===== config.mk =====
export PLATFORM = sky130hd
export DESIGN_NAME = uart_rx_packer
export DESIGN_NICKNAME = d
export VERILOG_FILES = /design/src/rtl/uart_rx_packer.sv
export SDC_FILE = /design/constraint.sdc
export NUM_CORES = 1
export LEC_CHECK = 0
export CORE_ASPECT_RATIO = 1.25
export CORE_MARGIN = 1.5
export CORE_UTILIZATION = 35
export CTS_CLUSTER_DIAMETER = 200
export DETAILED_ROUTE_END_ITERATION = 8
export GPL_TIMING_DRIVEN = 0
export SLEW_MARGIN = 20
export SYNTH_ARGS = -nofsm -noshare
export SYNTH_HDL_FRONTEND = slang
export SYNTH_SLANG_ARGS = --single-unit
export TNS_END_PERCENT = 5

===== constraint.sdc =====
create_clock -name clk -period 4 [get_ports clk]
set_clock_uncertainty 0.2 [all_clocks]
set_input_delay 0.4 -clock clk [delete_from_list [all_inputs] [get_ports clk]]
set_output_delay 0.4 -clock clk [all_outputs]
set_load 0.05 [all_outputs]

===== src/rtl/uart_rx_packer.sv =====
// uart_rx_packer: groups 9-bit UART characters into AXI-Stream packets.
// A packet closes when it reaches MAX_LEN bytes, when the line stays idle
// for idle_cycles clocks, or on a flush request. Storage is a single hold
// register plus the output register; the held byte is only released once
// the next byte (or the packet end) is known, so tlast is always exact.
//
// Handshake rule (both ports): a beat transfers on a rising clk edge where
// tvalid && tready are both high; the producer keeps tvalid and its payload
// stable until that edge, and the consumer may drive tready freely.
module uart_rx_packer #(
  parameter int MAX_LEN = 64,
  parameter int CNT_W   = 24
) (
  input  logic             clk,
  input  logic             rst,
  input  logic [CNT_W-1:0] idle_cycles,
  input  logic             flush,
  input  logic [8:0]       s_axis_tdata,
  input  logic             s_axis_tvalid,
  output logic             s_axis_tready,
  output logic [7:0]       m_axis_tdata,
  output logic             m_axis_tuser,
  output logic             m_axis_tvalid,
  input  logic             m_axis_tready,
  output logic             m_axis_tlast,
  output logic             recv_timeout,
  output logic [15:0]      pkt_count,
  output logic [1:0]       o_dbg_state
);

  localparam int LEN_W = $clog2(MAX_LEN + 1);

  typedef enum logic [1:0] {
    S_IDLE  = 2'd0,
    S_HOLD  = 2'd1,
    S_CLOSE = 2'd2
  } state_t;

  state_t             r_state;
  state_t             w_next_state;
  logic [8:0]         r_hold;
  logic [LEN_W-1:0]   r_len;
  logic [LEN_W-1:0]   w_len_next;
  logic [CNT_W-1:0]   r_timer;
  logic [CNT_W-1:0]   w_timer_next;
  logic [7:0]         r_m_tdata;
  logic               r_m_tuser;
  logic               r_m_tvalid;
  logic               r_m_tlast;
  logic               r_recv_timeout;
  logic [15:0]        r_pkt_count;

  logic               w_out_free;
  logic               w_timeout;
  logic               w_s_ready;
  logic               w_hold_load;
  logic               w_out_load;
  logic               w_out_last;
  logic               w_to_pulse;

  assign w_out_free = !r_m_tvalid || m_axis_tready;
  // Threshold is idle_cycles-1 because the timer reads 0 in the first idle cycle.
  assign w_timeout  = (idle_cycles != '0) && (r_timer >= (idle_cycles - CNT_W'(1)));

  // State register.
  always_ff @(posedge clk or posedge rst) begin
    if (rst) begin
      r_state <= S_IDLE;
    end else begin
      r_state <= w_next_state;
    end
  end

  // Next-state, handshake and datapath control decode.
  always_comb begin
    w_next_state = r_state;
    w_s_ready    = 1'b0;
    w_hold_load  = 1'b0;
    w_out_load   = 1'b0;
    w_out_last   = 1'b0;
    w_to_pulse   = 1'b0;
    w_len_next   = r_len;
    w_timer_next = r_timer;
    case (r_state)
      S_IDLE: begin
        w_s_ready = 1'b1;
        if (s_axis_tvalid) begin
          w_hold_load  = 1'b1;
          w_len_next   = LEN_W'(1);
          w_timer_next = '0;
          w_next_state = S_HOLD;
        end
      end
      S_HOLD: begin
        w_s_ready = w_out_free;
        if (s_axis_tvalid && w_out_free) begin
          // A new byte proves the held one is not the last: push it out.
          w_out_load   = 1'b1;
          w_hold_load  = 1'b1;
          w_len_next   = r_len + LEN_W'(1);
          w_timer_next = '0;
          if (w_len_next == LEN_W'(MAX_LEN)) begin
            w_next_state = S_CLOSE;
          end
        end else begin
          w_timer_next = (r_timer == '1) ? r_timer : r_timer + CNT_W'(1);
          if (w_timeout) begin
            w_to_pulse   = 1'b1;
            w_next_state = S_CLOSE;
          end else if (flush) begin
            w_next_state = S_CLOSE;
          end
        end
      end
      S_CLOSE: begin
        if (w_out_free) begin
          w_out_load   = 1'b1;
          w_out_last   = 1'b1;
          w_len_next   = '0;
          w_next_state = S_IDLE;
        end
      end
      default: begin
        w_next_state = S_IDLE;
      end
    endcase
  end

  // Hold register, packet length and idle timer.
  always_ff @(posedge clk or posedge rst) begin
    if (rst) begin
      r_hold  <= '0;
      r_len   <= '0;
      r_timer <= '0;
    end else begin
      if (w_hold_load) begin
        r_hold <= s_axis_tdata;
      end
      r_len   <= w_len_next;
      r_timer <= w_timer_next;
    end
  end

  // Output register: reload from hold, or drop valid once accepted.
  always_ff @(posedge clk or posedge rst) begin
    if (rst) begin
      r_m_tdata  <= '0;
      r_m_tuser  <= 1'b0;
      r_m_tlast  <= 1'b0;
      r_m_tvalid <= 1'b0;
    end else if (w_out_load) begin
      r_m_tdata  <= r_hold[7:0];
      r_m_tuser  <= r_hold[8];
      r_m_tlast  <= w_out_last;
      r_m_tvalid <= 1'b1;
    end else if (m_axis_tready) begin
      r_m_tvalid <= 1'b0;
    end
  end

  // Timeout pulse and emitted-packet counter.
  always_ff @(posedge clk or posedge rst) begin
    if (rst) begin
      r_recv_timeout <= 1'b0;
      r_pkt_count    <= '0;
    end else begin
      r_recv_timeout <= w_to_pulse;
      if (r_m_tvalid && m_axis_tready && r_m_tlast) begin
        r_pkt_count <= r_pkt_count + 16'd1;
      end
    end
  end

  assign s_axis_tready = w_s_ready;
  assign m_axis_tdata  = r_m_tdata;
  assign m_axis_tuser  = r_m_tuser;
  assign m_axis_tvalid = r_m_tvalid;
  assign m_axis_tlast  = r_m_tlast;
  assign recv_timeout  = r_recv_timeout;
  assign pkt_count     = r_pkt_count;
  assign o_dbg_state   = r_state;

endmodule


==> flow_metrics.py, run 1 <==
metrics = {
    "worst_setup_path": {
        "critPathRequiredTime_ns": 4.06,
        "crit_fanout": 5,
        "crit_path_end_kind": "flop",
        "arrival_ns": 3.79,
        "startpoint": "idle_cycles[5]",
        "critPathKind": "input pin to flop",
        "r2r_start": "o_dbg_state[1]$_DFFE_PP0P_",
        "worstSetupStartpointType": "input pin",
    },
    "layout": {
        "fin_util_pct": 45.4,
        "fin_nets": 614,
        "ff_latch_area_um2": 1750,
        "finalNonFillerCells": 717,
        "drive_gt1_share_pct": 13.5,
        "multi_input_area_um2": 2660,
        "nFillCells": 1245,
        "area_delta_synth_final_pct": 27.3,
        "insertedDiodeCount": 0,
    },
    "clock_tree": {
        "post_cts_buffers": 0,
        "clk_pin_slew_ns": 0.06,
        "clock-sinks": 70,
        "h-tree-depth": 3,
        "cts_tree": "done",
        "worstSkewPairLatency_ns": 0.33,
        "clockBufferDepth": 2,
        "cts_buffers": 9,
        "cts_root_buf": "clkbuf_16",
    },
    "placed_design": {
        "routabilityCongestion": 0.839,
        "port-buffer-count": 68,
        "post-dp-hpwl_mm": 8.17,
        "placedCellCount": 701,
    },
    "floorplanning": {
        "io_pins": 69,
        "rows": 46,
        "die_w_um": 105,
        "initial_core_util_pct": 35.7,
        "dieArea_um2": 13600,
        "core_area_um2": 12700,
        "fp.dieH_um": 130,
    },
    "power_and_ir_drop": {
        "irDropWorstVdd_mv": 0.322,
        "p_leak_uw": 0.00238,
        "powerDensity_nw_per_um2": 524,
    },
    "logic_synthesis": {
        "post-synth-top-area-fraction_pct": 38.8,
        "seq_area_frac_synth_pct": 38.8,
        "synth_seq_cells": 70,
        "yosysWarnings": 0,
        "synth_edf_count": 0,
        "synth_nets": 534,
        "synth_common_cells": "70 x dfrtp_1, 42 x nand2_1, 32 x ha_1, 32 x o21ai_0",
        "async_reset_ff_share_pct": 100,
        "synth_flop_cell": "dfrtp_1",
        "ys_types": 64,
        "yosysTopAreaCell": "dfrtp_1",
        "netlist_top_cells_area": "dfrtp_1 39%, ha_1 8.9%, mux2_2 5.2%",
        "synth.most_common_cell": "dfrtp_1",
        "synth.avg_cell_area_um2": 9.74,
        "syn-instance-count": 464,
        "syn_area_um2": 4520,
    },
    "global_routing": {
        "antenna_found_initial": 0,
        "grt_pass1_wl_mm": 17.7,
        "grt.overflow.total": 0,
        "first_global_vias": 3780,
        "grt_max_degree": 45,
        "grt_usage_pct": 16.3,
    },
    "sta": {
        "min_period_ns": 3.73,
        "fin_crit_sh_pct": 93.3,
        "tightest_slew_ns": 0.736,
        "final_hold_viol_count": 0,
        "slew_viol_final": 0,
        "rsz0062_at_grt": "false",
        "relSlewSlack_pct": 50.7,
        "finalSetupViolations": 0,
        "fmax_mhz": 268,
    },
    "routing": {
        "drtIter0Drc": 123,
        "drtAntennaViolNets": 0,
        "met3_length_um": 382,
        "top_layer_used": "met4",
        "vias_per_cell": 5.26,
        "first_pass_iters": 4,
        "wl_met2_mm": 5.27,
        "detail_route.wl_per_cell_um": 14.7,
        "drc": 0,
        "m1WireLength_mm": 4.63,
        "wirelength_mm": 10.5,
        "vias": 3773,
    },
    "run": {
        "maxCapViolCount": 0,
    },
    "status": {
        "status": "finished clean",
    },
    "hold_path": {
        "hold_path_class": "input pin to asynchronous set/reset pin",
    },
}
-- state kept, by name, indices dropped and copies added (netlist names), 2 cells and up --
register,count
r_timer,24
pkt_count,16
r_hold,9
m_axis_tdata,8
r_len,7
o_dbg_state,2
-- stage by stage --
stage	power (uW)	instance area, um2	TNS, ns	hold WS [ns]	setup slack [ns]
6_report	3020	5750	0	0.202	0.267
3_5_place_dp	2280	5440	-1.45	0.288	-0.518
2_1_floorplan	1850	4520	0	0.263	0.592
5_1_grt	3180	5750	0	0.234	0.00478
4_1_cts	3050	5740	0	0.214	0.00885
3_3_place_gp	2250	5410	-1.31	0.264	-0.486
-- layer usage --
layer	vias up	track usage (%)
met5	-	0
met4	0	8.38
met3	15	2.85
met2	103	29.6
met1	1792	18.4
li1	1863	-
-- kinds of logic after synthesis --
logic type | synth area share (%)
adders and majority gates | 8.86
buffers and inverters | 2.88
muxes | 5.46
DFF | 38.8
and+or+nand+nor | 22.8
AOI/OAI and AO/OA | 12.7
xor gates and xnor gates | 8.53
-- worst max-delay path, cell delays in order --
cell and delay [ns]:
clkdlybuf4s50_1 0.49, or4_4 0.59, nor3_4 0.23, nand2_2 0.13
nor2_4 0.17, nand3b_1 0.11, xor2_1 0.16, ha_1 0.31
nand4_1 0.18, nor4_2 0.33, o21ai_0 0.16, a21oi_2 0.25
o22ai_1 0.12, a31oi_1 0.17
-- cell usage in the layout, fill, tap and decap left out, types with 3 or more instances in the layout --
master	synthesis	routed
a21oi_1	20	19
a31oi_1	5	5
and2_1	6	5
and3_1	6	6
and4_1	3	3
buf_2	3	3
clkbuf_16	0	9
clkbuf_8	2	4
clkdlybuf4s50_1	0	68
dfrtp_1	70	70
ha_1	32	32
inv_1	15	14
mux2_2	21	21
nand2_1	42	41
nand2b_1	4	4
nand3_1	30	30
nand3b_1	5	5
nand4_1	13	13
nor2_1	30	29
nor3_1	11	11
nor4_1	5	4
o21ai_0	32	32
o21ai_1	3	3
o22ai_1	3	3
o31ai_1	7	7
or3_1	6	6
xnor2_1	23	23
xor2_1	21	21
-- repair_timing --
item                                    4_1_cts  5_1_grt
resized for setup                             2        5
endpoints found under the setup margin        3        3
gates cloned                                  0        0
hold buffers                                  0        0
hold endpoints to repair                      0        0
-- power breakdown --
part	switching, uW	internal [uW]
Sequential	109	855
Clock	304	452
Combinational	803	493
Total	1220	1800
-- worst paths after layout --
kind,endpoint,slack [ns],cells past startpoint
max,o_dbg_state[1]$_DFFE_PP0P_,0.27,14
min,m_axis_tdata[7]$_DFFE_PP0P_,0.20,2
max reg2reg,r_timer[5]$_DFFE_PP0P_,1.35,8
min reg2reg,pkt_count[15]$_DFFE_PP0P_,0.29,1
max in group asynchronous,pkt_count[3]$_DFFE_PP0P_,2.86,3
min in group clk,pkt_count[15]$_DFFE_PP0P_,0.29,1
-- area by class of cell --
cell class | count | area share, %
buffer | 9 | 1.28
clock buffer | 11 | 4.39
clock inverter | 5 | 0.587
inverter | 15 | 1.02
multi-input combinational | 370 | 46.3
sequential | 70 | 30.4
tap | 168 | 3.65
timing repair buffer | 69 | 12.3
(Power assumes the default switching activity.)
==> inputs of run 2 (changes only) <==
==> constraint.sdc (replaced) <==
create_clock -name clk -period 3.8 [get_ports clk]
set_clock_uncertainty 0.2 [all_clocks]
set_input_delay 0.38 -clock clk [delete_from_list [all_inputs] [get_ports clk]]
set_output_delay 0.38 -clock clk [all_outputs]
set_load 0.05 [all_outputs]
==> run 2 against run 1 <==
  * Global-route usage is essentially flat
  * Highest routed layer unchanged
  * Combinational power grew 5%
  * Largest power group unchanged
  * Final cell count grew 0.14%
  * Critical endpoint is now o_dbg_state[0]$_DFFE_PP0P_
  * Register-to-register slack lost 0.19 ns
==> flow_metrics.py, run 2 (synthesis results as in run 1) <==
metrics = {
    "floorplanning": {
        "fp.dieH_um": 130,
        "io_pins": 69,
        "core_area_um2": 12700,
        "die_w_um": 105,
        "dieArea_um2": 13600,
        "initial_core_util_pct": 35.7,
        "rows": 46,
    },
    "routing": {
        "first_pass_iters": 4,
        "drtIter0Drc": 144,
        "wirelength_mm": 10.5,
        "detail_route.wl_per_cell_um": 14.6,
        "vias": 3774,
        "drtAntennaViolNets": 0,
        "drc": 0,
        "vias_per_cell": 5.26,
    },
    "sta": {
        "fin_crit_sh_pct": 95.8,
        "fmax_mhz": 275,
        "whs_ns": 0.183,
        "slew_viol_final": 0,
        "rsz0062_at_grt": "false",
        "finalSetupViolations": 0,
        "tightest_slew_ns": 0.735,
        "final_hold_viol_count": 0,
        "min_period_ns": 3.64,
        "relSlewSlack_pct": 50.8,
    },
    "clock_tree": {
        "cts_buffers": 9,
        "cts_tree": "done",
        "clockBufferDepth": 2,
        "h-tree-depth": 3,
        "clock-sinks": 70,
        "clk_pin_slew_ns": 0.06,
        "worstSkewPairLatency_ns": 0.34,
        "cts_root_buf": "clkbuf_16",
    },
    "worst_setup_path": {
        "r2r_cells": 8,
        "crit_fanout": 5,
        "critPathKind": "input pin to flop",
        "arrival_ns": 3.66,
        "critPathRequiredTime_ns": 3.82,
        "startpoint": "idle_cycles[5]",
        "endpoint": "o_dbg_state[0]$_DFFE_PP0P_",
        "ff2ff_setup_slack_ns": 1.16,
        "crit_path_end_kind": "flop",
        "worstSetupStartpointType": "input pin",
        "r2r-end": "r_timer[5]$_DFFE_PP0P_",
        "r2r_start": "o_dbg_state[1]$_DFFE_PP0P_",
    },
    "layout": {
        "largest_register": "r_timer",
        "largest_reg_flops": 24,
        "area_delta_synth_final_pct": 27.7,
        "multi_input_area_um2": 2670,
        "finalNonFillerCells": 718,
        "fin_nets": 615,
        "drive_gt1_share_pct": 14.0,
        "insertedDiodeCount": 0,
        "fin_util_pct": 45.6,
        "ff_latch_area_um2": 1750,
        "nFillCells": 1243,
        "layout_common_cells": "70 x dfrtp_1, 68 x clkdlybuf4s50_1, 41 x nand2_1",
        "final_common_cell": "dfrtp_1",
    },
    "global_routing": {
        "antenna_found_initial": 0,
        "grt_pass1_wl_mm": 17.7,
        "grt_usage_pct": 16.3,
        "first_global_vias": 3779,
        "grt.overflow.total": 0,
        "grt_max_degree": 45,
    },
    "placed_design": {
        "placedCellCount": 701,
        "routabilityCongestion": 0.839,
        "port-buffer-count": 68,
        "post-dp-hpwl_mm": 8.17,
    },
    "power_and_ir_drop": {
        "powerDensity_nw_per_um2": 550,
        "p_leak_uw": 0.00239,
        "irDropWorstVdd_mv": 0.339,
    },
    "run": {
        "maxCapViolCount": 0,
    },
    "status": {
        "status": "finished clean",
    },
    "hold_path": {
        "hold_path_class": "input pin to asynchronous set/reset pin",
    },
}
## run 2: changes by cell type in the layout (fill, tap and decap cells not counted), sizes merged
cell	previous run	this run
buf	6	7
## run 2: what timing repair did
item	CTS	global route
cloned	0	0
endpoints found under the setup margin	3	3
hold buffers	0	0
resized for setup	7	4
pin swaps	0	3
setup buffers	0	1
## run 2: where the power goes
group | switching (uW) | internal, uW | total (uW) | leakage [uW]
clock network | 321 | 476 | 796 | 0.000138
registers | 114 | 900 | 1010 | 0.000926
logic | 845 | 519 | 1360 | 0.00132
total | 1280 | 1890 | 3170 | 0.00239
## run 2: layout make-up
cell class                 instances  share of cell area (%)
buffer                             9                    1.28
clock buffer                      11                    4.38
clock inverter                     5                   0.586
inverter                          15                    1.02
multi-input combinational        370                    46.3
sequential                        70                    30.4
tap                              168                    3.64
timing repair buffer              70                    12.4
## run 2: worst min-delay path by stage
stage                                        to                      start  slack (ns)
finish              m_axis_tdata[7]$_DFFE_PP0P_                        rst        0.18
CTS                 m_axis_tdata[7]$_DFFE_PP0P_                        rst        0.19
global placement      pkt_count[15]$_DFFE_PP0P_  pkt_count[15]$_DFFE_PP0P_        0.26
floorplan                  r_len[6]$_DFFE_PP0P_       r_len[6]$_DFFE_PP0P_        0.26
detailed placement     m_axis_tuser$_DFFE_PP0P_      r_hold[8]$_DFFE_PP0P_        0.29
global route              r_hold[1]$_DFFE_PP0P_                        rst        0.21
## run 2: worst max-delay path: stages
cell and delay, ns:
clkdlybuf4s50_1 0.49, or4_4 0.59, nor3_4 0.20, buf_4 0.16
and2_2 0.19, nand2_1 0.08, xor2_1 0.15, ha_1 0.29
nand4_1 0.17, nor2_1 0.07, o2bb2ai_1 0.16, or4_1 0.48
o21ai_0 0.16, o21ai_1 0.09
## run 2: through the flow
step                      power [uW]  setup WS [ns]  TNS (ns)  cell area [um2]
after floorplan                 1950          0.392         0             4520
after global placement          2360         -0.666     -1.85             5410
after detailed placement        2400         -0.698     -1.99             5440
after CTS                       3210        0.00127         0             5750
after global routing            3350        0.00596         0             5770
final                           3170          0.160         0             5770
## run 2: per-layer routing
metal / track usage, % / up-vias / wire, um
met1: 18.4 / 1786 / 4570
met2: 29.6 / 104 / 5280
met5: 0 / - / 0
met4: 8.38 / 0 / 263
met3: 2.85 / 18 / 397
li1: - / 1866 / -
